===== config.mk =====
export PLATFORM = sky130hd
export DESIGN_NAME = haski_mem_ctrl
export DESIGN_NICKNAME = d
export VERILOG_FILES = /design/src/rtl/haski_mem_ctrl.sv
export SDC_FILE = /design/constraint.sdc
export NUM_CORES = 1
export LEC_CHECK = 0
export CAP_MARGIN = 30
export CORE_MARGIN = 3
export CORE_UTILIZATION = 30
export DETAILED_ROUTE_END_ITERATION = 7
export GPL_ROUTABILITY_DRIVEN = 0
export GPL_TIMING_DRIVEN = 1
export HOLD_SLACK_MARGIN = 0.08
export SYNTH_ARGS = -nofsm -noshare
export SYNTH_HDL_FRONTEND = slang
export SYNTH_SLANG_ARGS = --single-unit

===== constraint.sdc =====
create_clock -name system1000 -period 8.1 [get_ports system1000]
set_clock_uncertainty 0.15 [all_clocks]
set_input_delay 1.62 -clock system1000 [delete_from_list [all_inputs] [get_ports system1000]]
set_output_delay 1.62 -clock system1000 [all_outputs]
set_load 0.1 [all_outputs]

===== src/rtl/haski_mem_ctrl.sv =====
// Memory-side controller: core RAM request bus to en/ready memory port.
// Bounded wait with timeout abort, sticky error flag, one-cycle ack.
module haski_mem_ctrl #(
  parameter int ADDR_W  = 29,
  parameter int DATA_W  = 64,
  parameter int TIMEOUT = 255
) (
  input  logic                     system1000,
  input  logic                     system1000_rst,
  input  logic [ADDR_W+DATA_W+1:0] req_i,
  input  logic                     running_i,
  output logic [DATA_W:0]          status_o,
  output logic                     mem_en_o,
  output logic                     mem_we_o,
  output logic [ADDR_W-1:0]        mem_addr_o,
  output logic [DATA_W-1:0]        mem_wdata_o,
  input  logic [DATA_W-1:0]        mem_rdata_i,
  input  logic                     mem_ready_i,
  output logic                     err_o
);

  localparam int CNT_W = $clog2(TIMEOUT) + 1;
  localparam logic [CNT_W-1:0] CNT_LAST = CNT_W'(TIMEOUT - 1);

  typedef enum logic [1:0] {
    IDLE,
    ACCESS,
    RESP
  } state_t;

  state_t state_q, state_d;

  logic [1:0]        op;
  logic [ADDR_W-1:0] req_addr;
  logic [DATA_W-1:0] req_wdata;

  logic              en_d, we_d, err_d;
  logic [ADDR_W-1:0] addr_d;
  logic [DATA_W-1:0] wdata_d;
  logic [DATA_W:0]   status_d;
  logic [CNT_W-1:0]  cnt_q, cnt_d;

  assign op        = req_i[ADDR_W+DATA_W+1 -: 2];
  assign req_addr  = req_i[ADDR_W+DATA_W-1 -: ADDR_W];
  assign req_wdata = req_i[DATA_W-1:0];

  always_ff @(posedge system1000 or posedge system1000_rst) begin
    if (system1000_rst) begin
      state_q <= IDLE;
    end else begin
      state_q <= state_d;
    end
  end

  always_comb begin
    state_d  = state_q;
    en_d     = mem_en_o;
    we_d     = mem_we_o;
    addr_d   = mem_addr_o;
    wdata_d  = mem_wdata_o;
    status_d = '0;
    err_d    = err_o;
    cnt_d    = cnt_q;
    unique case (state_q)
      IDLE: begin
        if (running_i) begin
          unique case (op)
            2'b01, 2'b10: begin
              state_d = ACCESS;
              en_d    = 1'b1;
              we_d    = (op == 2'b10);
              addr_d  = req_addr;
              wdata_d = req_wdata;
              cnt_d   = '0;
            end
            2'b11: begin
              state_d  = RESP;
              status_d = {1'b1, {DATA_W{1'b0}}};
              err_d    = 1'b1;
            end
            default: ;
          endcase
        end
      end
      ACCESS: begin
        cnt_d = cnt_q + 1'b1;
        // ready takes priority over a coincident timeout
        if (mem_ready_i) begin
          state_d  = RESP;
          en_d     = 1'b0;
          we_d     = 1'b0;
          status_d = {1'b1, mem_we_o ? {DATA_W{1'b0}} : mem_rdata_i};
        end else if (cnt_q == CNT_LAST) begin
          state_d  = RESP;
          en_d     = 1'b0;
          we_d     = 1'b0;
          status_d = {1'b1, {DATA_W{1'b0}}};
          err_d    = 1'b1;
        end
      end
      RESP: begin
        state_d = IDLE;
      end
      default: begin
        state_d = IDLE;
        en_d    = 1'b0;
        we_d    = 1'b0;
      end
    endcase
  end

  always_ff @(posedge system1000 or posedge system1000_rst) begin
    if (system1000_rst) begin
      mem_en_o    <= 1'b0;
      mem_we_o    <= 1'b0;
      mem_addr_o  <= '0;
      mem_wdata_o <= '0;
      status_o    <= '0;
      err_o       <= 1'b0;
      cnt_q       <= '0;
    end else begin
      mem_en_o    <= en_d;
      mem_we_o    <= we_d;
      mem_addr_o  <= addr_d;
      mem_wdata_o <= wdata_d;
      status_o    <= status_d;
      err_o       <= err_d;
      cnt_q       <= cnt_d;
    end
  end

endmodule


==> run_results.csv <==
group,metric,value,unit
finish,antenna-diode-count,0,
floorplanning,die_w,151,um
global_routing,grt_pass1_wl,25.0,mm
worst_setup_path,worstSetupStartpoint,"req_i[93]",
detailed_routing,vias,4388,
pwr,leakagePower,4.46,nW
worst_setup_path,worstPathArrival,4360,ps
place,dp.final_hpwl,12.9,mm
floorplanning,dieArea,22900,sq um
synth,synthCells,410,
floorplanning,rows,52,
worst_setup_path,crit_path_end,"mem_addr_o[21]$_DFFE_PP0P_",
finish,seq_area,4300,sq um
floorplanning,start_util,31.0,%
sta,worstMarginPinSlew,1020,ps
detailed_routing,vias_per_cell,4.28,
detailed_routing,dr.first_iter.drc_count,113,
clock_tree,cts_tree,"done",
finish,nFillCells,1755,
sta,hold_slack,344,ps
sta,timing.final.hold_violations,0,
detailed_routing,post_drt_wl_per_cell,16.6,um
worst_setup_path,worstSetupPathType,"in -> reg",
sta,setup_viol,0,
clock_tree,clk_pin_slew,70,ps
sta,final.setup.worst_slack,3880,ps
floorplanning,die_h,151,um
sta,fin_crit_sh,52.0,%
run_status,outcome,"complete, no violations",
finish,final_cell_count_no_fill,1025,
pwr,power_density,435,nW/um^2
finish,final_common_cell,"clkdlybuf4s50_1",
finish,nNetsFinal,910,
worst_setup_path,path_max_fanout,55,
clock_tree,numCtsBuffers,17,
sta,slew_headroom,31.6,%
worst_setup_path,r2r_start,"state_q[1]$_DFFE_PP0P_",
clock_tree,root_buffer,"clkbuf_16",
clock_tree,cts_buffer_depth,2,
place,dp_slack,3430,ps
finish,post-route-cell-area,10500,sq um
worst_setup_path,critPathLaunchType,"primary input",
global_routing,overflow,0,
sta,drv_slew,0,
worst_hold_path,worstHoldPathType,"reg -> reg",
pwr,peakVddDrop,161,uV
global_routing,grt_max_degree,87,
synth,ys_types,34,
place,dp_cells,994,
finish,final_cell_mix,"323 x clkdlybuf4s50_1, 172 x dfrtp_1, 93 x mux2_2, 64 x and2_1, 17 x clkbuf_16",
clock_tree,holdBufCountCts,0,
synth,yosys_warnings,0,
finish,multi_input_area,1880,sq um
clock_tree,cts_resized,0,
pwr,finalPower,4.57,mW
detailed_routing,postRouteAntennaNets,0,
worst_setup_path,reg2reg_depth,5,
finish,area_growth,65.4,%
detailed_routing,dr.pass1.iters,4,
pwr,sw_frac_of_total,52.3,%
worst_setup_path,end_kind,"flop",
sta,grt_setup_unrepaired,"no",
worst_setup_path,cp_num_cells,7,
clock_tree,cts_setup_buffers,0,
floorplanning,coreArea,20500,sq um
clock_tree,htreeDepth,4,
worst_setup_path,cpMaxStageDelayCell,"buf_4",
clock_tree,clock_sinks,172,
finish,post-route-util,51.3,%
clock_tree,insertion_delay,410,ps
pwr,seqPwrFrac,26.5,%
synth,syn-num-nets,577,
pwr,p_sw,2.39,mW
worst_setup_path,reg2reg_setup_slack,5350,ps
detailed_routing,drc,0,
finish,drive_above_1_share,18.0,%
synth,synth_area,6350,sq um
worst_setup_path,required,8250,ps
global_routing,grt_usage,14.2,%
global_routing,grt_pass1_vias,4718,
place,placed_cell_area,9950,sq um
detailed_routing,drt_wl_total,17.0,mm
pwr,p_comb_share,56.5,%
synth,syn_avg_cell_area,15.5,sq um
sta,timing.fmax,237,MHz
pwr,pwr-share-clk,17.0,%
worst_setup_path,cp_cell_sequence,"clkdlybuf4s50_1 -> inv_1 -> ha_1 -> nor3_4 -> buf_4 -> buf_4 -> mux2_2",
worst_setup_path,crit_top_cell,"buf_4",
pwr,p_int,2.18,mW
floorplanning,top_level_ports,324,
sta,fin_crit,4220,ps
worst_setup_path,rr_endpoint,"mem_addr_o[21]$_DFFE_PP0P_",
worst_setup_path,cp_slowest_stage_delay,650,ps
worst_setup_path,worst-path-buf-inv,4,
run,drv_cap,0,
synth,ys_ff_latch,172,
synth,synth_seq_area_share,67.8,%
worst_setup_path,crit_family,"buffers and inverters",
global_routing,antenna_found_initial,0,
place,numPortBuffers,323,
sta,fin_setup_tns,0,ps
## cells by family after synthesis
| logic type | share of synthesized area, % |
|---|---|
| compound gates | 2.15 |
| xor+xnor | 0.690 |
| fa+ha+maj | 0.788 |
| buf+inv | 2.72 |
| flops | 67.8 |
| mux | 16.7 |
| simple gates | 9.22 |
## worst min path at each step
stage	start	end	slack, ps	cells past startpoint
after floorplan	cnt_q[1]$_DFFE_PP0P_	cnt_q[1]$_DFFE_PP0P_	340	2
after global routing	mem_wdata_o[12]$_DFFE_PP0P_	mem_wdata_o[12]$_DFFE_PP0P_	360	1
final	err_o$_DFFE_PP0P_	err_o$_DFFE_PP0P_	340	1
after global placement	mem_wdata_o[20]$_DFFE_PP0P_	mem_wdata_o[20]$_DFFE_PP0P_	340	1
after detailed placement	err_o$_DFFE_PP0P_	err_o$_DFFE_PP0P_	330	1
after CTS	err_o$_DFFE_PP0P_	err_o$_DFFE_PP0P_	350	1
## cell usage after synthesis, drive strengths merged
library cell  number  area share (%)
nor3b              1            0.30
a21oi              2            0.16
or3                1           0.099
or4                2            0.24
nand2              5            0.30
buf               11             1.9
and4               1            0.14
dfrtp            172              68
o2111ai            1            0.14
o22ai              1           0.099
ha                 4            0.79
a221o              1            0.16
and3b              1            0.14
clkbuf             7            0.53
and2b              1            0.14
o31ai              2            0.24
mux2              93              16
inv                5            0.30
xor2               5            0.69
nor2               9            0.53
nor3               1            0.16
a211oi             2            0.24
mux2i              1            0.16
a21o               1            0.12
nand2b             2            0.20
o211ai             4            0.47
and4b              1            0.16
nand3              2            0.16
and2              64             6.3
o32ai              1            0.14
nor4b              1            0.37
o21ai              5            0.39
## flip-flops by register name, summed over array words and instances (netlist names)
name	flops
cnt_q	9
err_o	1
mem_addr_o	29
mem_en_o	1
mem_wdata_o	64
mem_we_o	1
state_q	2
status_o	65
## per-layer routing
metal | vias to the layer above | routed length [um] | GRT usage (%)
met5 | - | 0 | 0
met1 | 2119 | 6050 | 15.7
met2 | 208 | 8550 | 24.1
met3 | 15 | 2120 | 6.72
met4 | 0 | 247 | 4.76
li1 | 2046 | - | -
## cell type report
type                            instances  area share, %
Clock buffer                           20           4.25
Clock inverter                         11           1.06
Inverter                                5          0.226
Multi-Input combinational cell        215           17.9
Sequential cell                       172           41.0
Tap cell                              270           3.22
Timing Repair Buffer                  332           32.4
## power groups by stage
stage	registers [mW]	clock network, mW	logic, mW
floorplan	2.84	0	0.284
global placement	1.22	0	2.53
detailed placement	1.23	0	2.60
CTS	1.22	0.803	2.60
global route	1.25	0.837	2.65
finish	1.21	0.778	2.58
Power figures use the tool's default switching activity.
==> edit 1 (config.mk and constraints unchanged) <==
Re-encode `state_t` (3 states) as one-hot, 3 bits wide.
--- a/src/rtl/haski_mem_ctrl.sv
+++ b/src/rtl/haski_mem_ctrl.sv
@@ -23,8 +23,8 @@
   localparam logic [CNT_W-1:0] CNT_LAST = CNT_W'(TIMEOUT - 1);
 
-  typedef enum logic [1:0] {
-    IDLE,
-    ACCESS,
-    RESP
+  typedef enum logic [2:0] {
+    IDLE   = 3'b001,
+    ACCESS = 3'b010,
+    RESP   = 3'b100
   } state_t;
 
Formal check against the unedited RTL: same outputs for any inputs over 4 cycles, from zero or initial values and one cycle with system1000_rst high; so few cycles prove little.
==> edit 1 against the unedited design <==
First-iteration DRC count grew 63%; critical path depth shrank 6; count of clock-buffer cells in the layout shrank 2; worst setup slack gained 430 ps; final area grew 1.2%; global-route usage grew 2.5 points; area after synthesis grew 1.4%; sequential power shrank 6%; total power shrank 15%; routed wire length grew 14%; critical path type is now flop to output port; sequential cell count grew 1; final cell count grew 20%.
==> edit 1: results (changes against the unedited design) <==
Finish
  – Bufs w/o clock: 332 (unchanged)
  – #MultiIn Comb: 413 (+92%)
  – Total area of sequential cells: 4330 um2 (+0.61%)
  – Multi-input combinational area share: 18.30% (+0.40 points)
  – Non-clock buffering overhead: 32.29% (-0.090 points)
  – Clock network area share: 5.259% (-0.053 points)
  – Non-Filler Instances: 1225 (+20%)
  – Non-Clock Inverter Count: 6 (+1)
  – Clkbuf count: 18 (-10%)
  – Layout net count: 1110 (+22%)
  – Seq/total area: 40.72% (-0.25 points)
  – Number of fill cells in the layout: 1860 (+6.0%)
  – Layout cell share with drive strength beyond 1: 5.026% (-13 points)

Hold path
  – Worst hold stages: 2 (+1)

GRT
  – Met1 Resource Use GR: 20.34% (+4.7 points)
  – Vias in the first global route: 5429 (+15%)
  – GRT Total Usage: 16.67% (+2.5 points)
  – Initial antenna violation count: 0 (unchanged)
  – GRT met3 Usage: 8.492% (+1.8 points)
  – Largest net degree at the start of global routing: 72 (-17%)
  – First-pass GRT wire length: 30820 um (+23%)
  – GR Util met2: 26.67% (+2.6 points)

Synth
  – Adder-cell share of the synthesized area: 0.7776% (-0.011 points)
  – Post-synthesis cell type count: 41 (+21%)
  – Main synth FF type: dfrtp_1
  – Top cells by count, synth: 291 x nand2_1, 172 x dfrtp_1, 65 x and2_1, 13 x buf_2, 7 x clkbuf_1
  – #FFs+latches synth: 173 (+0.58%)
  – Post-Synth XOR/XNOR Area: 0.5443% (-0.15 points)
  – Post-synthesis sequential area ratio: 67.28% (-0.50 points)
  – Post-synthesis cell count: 621 (+51%)
  – Post-Syn Nets: 788 (+37%)
  – Yosys warns: 0 (unchanged)
  – Synth top area cells: dfrtp_1 67%, nand2_1 17%, and2_1 6.3%, buf_2 1.0%, ha_1 0.78%
  – Mux contribution to synthesized area: 0% (-17 points)
  – Mean post-synth cell area: 10.36 um2 (-33%)
  – Synth Area in Compound Gates: 2.372% (+0.22 points)

Place
  – Port bufs: 323 (unchanged)
  – Detailed placer's ending HPWL: 14060 um (+9.3%)
  – Post-DP Area: 10070 um2 (+1.3%)
  – DP Worst Slack: 3971 ps (+545.9 ps)

Critical path
  – Crit path DAT: 2020 ps (-2340 ps)
  – Crit path max fanout: 3 (-95%)
  – Largest stage delay, worst path: 1180 ps (+530 ps)
  – CP delay by family, top: buffers and inverters
  – Slowest CP cell: clkdlybuf4s50_1

Detailed routing
  – First-pass iteration count of the detailed router: 4 (unchanged)
  – Met2 WL: 8962 um (+4.8%)
  – Routed len/inst: 15.84 um (-4.3%)
  – DR iter-0 viols: 184 (+63%)
  – Metal3 WL: 2128 um (+0.19%)
  – Vias: 5276 (+20%)
  – Wl on met1: 8097 um (+34%)

Clocking
  – Htree depth: 4 (unchanged)
  – Clk slew on worst S/H paths: 60 ps
  – Setup bufs post-CTS: 0 (unchanged)

STA
  – Slew headroom: 30.98% (-0.58 points)

Power
  – Pleak: 5.006 nW (+12%)
  – Maximum VDD drop: 133.8 uV (-17%)

Run status
  – Status: finished clean
edit 1: cell count changes after synthesis, moves of 3 or more:
cell / delta
mux2_2: -93
buf_6: -9
clkbuf_1: +6
xor2_1: -4
nand2_1: +286
o211ai_1: -3
xnor2_1: +3
nor2_1: -4
buf_2: +13
edit 1: worst paths after layout:
kind	startpoint	endpoint	slack, ps
max in group asynchronous	system1000_rst	state_q[2]	5160
worst min register to register	mem_addr_o[9]	mem_addr_o[9]	320
min in group asynchronous	system1000_rst	mem_wdata_o[20]	1430
worst min-delay path	mem_addr_o[9]	mem_addr_o[9]	320
worst max register to register	state_q[0]	mem_addr_o[8]	5700
worst max-delay path	mem_we_o	mem_we_o	4310
edit 1: power by group:
group | internal, mW | switching [mW] | total [mW]
logic | 0.441 | 1.54 | 1.98
registers | 1.04 | 0.0985 | 1.14
clock network | 0.429 | 0.357 | 0.786
total | 1.91 | 1.99 | 3.90
==> edit 2 (same settings) <==
Made on the original files. Set the parameter `TIMEOUT` to 510 (it was 255).
--- a/src/rtl/haski_mem_ctrl.sv
+++ b/src/rtl/haski_mem_ctrl.sv
@@ -4,5 +4,5 @@
   parameter int ADDR_W  = 29,
   parameter int DATA_W  = 64,
-  parameter int TIMEOUT = 255
+  parameter int TIMEOUT = 510
 ) (
   input  logic                     system1000,
Check against the original RTL: no difference found for any inputs over 4 cycles, from zero or initial values and one cycle with system1000_rst high; that may be too few to reach the edited logic, so the function may still have changed.
==> edit 2 against the unedited design <==
Via count rose by 1.9%; sequential cell count up 1; total power up 1.8%; register-to-register slack gained 460 ps; area after synthesis is 0.24% higher; final area rose by 1.3%; routed wire length rose by 1.8%; worst setup slack improved by 460 ps; first-iteration DRC count shrank 7.1%; sequential power hardly changed; largest cell class unchanged.
==> edit 2: results (changes against the unedited design) <==
Run status
  – Status: finished clean

GRT
  – Vias in the first global route: 4787 (+1.5%)
  – First-pass GRT wire length: 26080 um (+4.4%)
  – Largest net degree at the start of global routing: 75 (-14%)
  – GRT Total Usage: 14.67% (+0.47 points)

Place
  – DP Worst Slack: 3921 ps (+495.5 ps)
  – Detailed placer's ending HPWL: 13290 um (+3.4%)

Synth
  – Post-Synth XOR/XNOR Area: 0.6880% (-0.0016 points)
  – Post-synthesis sequential area ratio: 68.02% (+0.23 points)
  – Synth Area in Compound Gates: 2.280% (+0.13 points)
  – Post-Syn Nets: 585 (+1.4%)
  – Synth top area cells: dfrtp_1 68%, mux2_2 16%, and2_1 6.4%, buf_4 0.94%, ha_1 0.79%
  – Mapped cell area: 6365 um2 (+0.24%)
  – Synth top area share: 68.02% (+0.23 points)
  – Post-synthesis cell type count: 38 (+12%)
  – Mean post-synth cell area: 15.23 um2 (-1.7%)

Detailed routing
  – Routed len/inst: 16.73 um (+1.0%)
  – Via density: 4.328 (+1.1%)

Critical path
  – Crit path max fanout: 74 (+35%)
  – FF-to-FF path depth: 3 (-2)
  – Critical R2R Capture: mem_wdata_o[41]
  – Register-to-Register Setup Slack: 5810 ps (+460 ps)
  – Crit path DAT: 3900 ps (-460 ps)

Finish
  – Layout net count: 918 (+0.88%)
  – Layout cell share with drive strength beyond 1: 17.43% (-0.58 points)
  – Non-Filler Instances: 1033 (+0.78%)

Hold path
  – Hold Crit Endpoint: mem_wdata_o[9]
  – Hold path startpoint: mem_wdata_o[9]

Clocking
  – CTS Sinks: 173 (+0.58%)

STA
  – Worst-Margin Slew: 1023 ps (-0.9233 ps)
  – Hold WS: 339.9 ps (-3.944 ps)

Power
  – Pleak: 4.523 nW (+1.5%)
[edit 2: cell count changes after synthesis, sizes merged, moves of 2 or more]
cell    change
a211oi      -2
a21oi       +3
nor2        +2
o21ai       +3
o31a        +2
or3         +2
or4         -2
[edit 2: kinds of logic after synthesis]
family          after synthesis
fa+ha+maj                     4
mux                          94
simple gates                 97
compound gates               23
xor+xnor                      5
buf+inv                      22
flops                       173
[edit 2: cell type report]
cell class	count	area [um2]
Clock inverter	12	210.2
Multi-Input combinational cell	223	1904
Clock buffer	19	432.9
Timing Repair Buffer	332	3401
Sequential cell	173	4329
Inverter	4	20.02
Tap cell	270	337.8
Fill cell	1785	9925
[edit 2: worst max-delay path by stage]
stage                   start              end  slack (ps)  cells past startpoint
3_5_place_dp        req_i[93]  mem_wdata_o[41]        3920                      6
2_1_floorplan  system1000_rst         cnt_q[0]        1640                      1
6_report            req_i[93]  mem_wdata_o[41]        4340                      6
4_1_cts        mem_addr_o[14]   mem_addr_o[14]        4360                      1
3_3_place_gp        req_i[93]  mem_wdata_o[55]        3960                      6
5_1_grt             req_i[93]  mem_wdata_o[41]        4210                      6
[edit 2: worst reg2reg max path, stage by stage, from the launching register on]
cell and delay, ps:
dfrtp_1 540, nor3_4 260, buf_4 720, mux2_2 520
[edit 2: metal layers]
layer  routed length, um  track usage [%]  vias to the layer above
li1                    -                -                     2074
met2                8325            24.36                      219
met5                   0                0                        -
met4                 162            3.639                        0
met1                6590            16.74                     2165
met3                2203            7.704                       13
[edit 2: through the flow]
step           util [%]  instance area (um2)
3_5_place_dp      48.60                 9992
5_1_grt           51.73                10640
6_report          51.73                10640
2_1_floorplan         -                 6365
3_3_place_gp      47.93                 9854
4_1_cts           51.73                10640
[edit 2: report_power, final]
group	internal (mW)	switching (mW)
sequential	1.09	0.119
clock	0.552	0.339
combinational	0.637	1.92
total	2.28	2.37
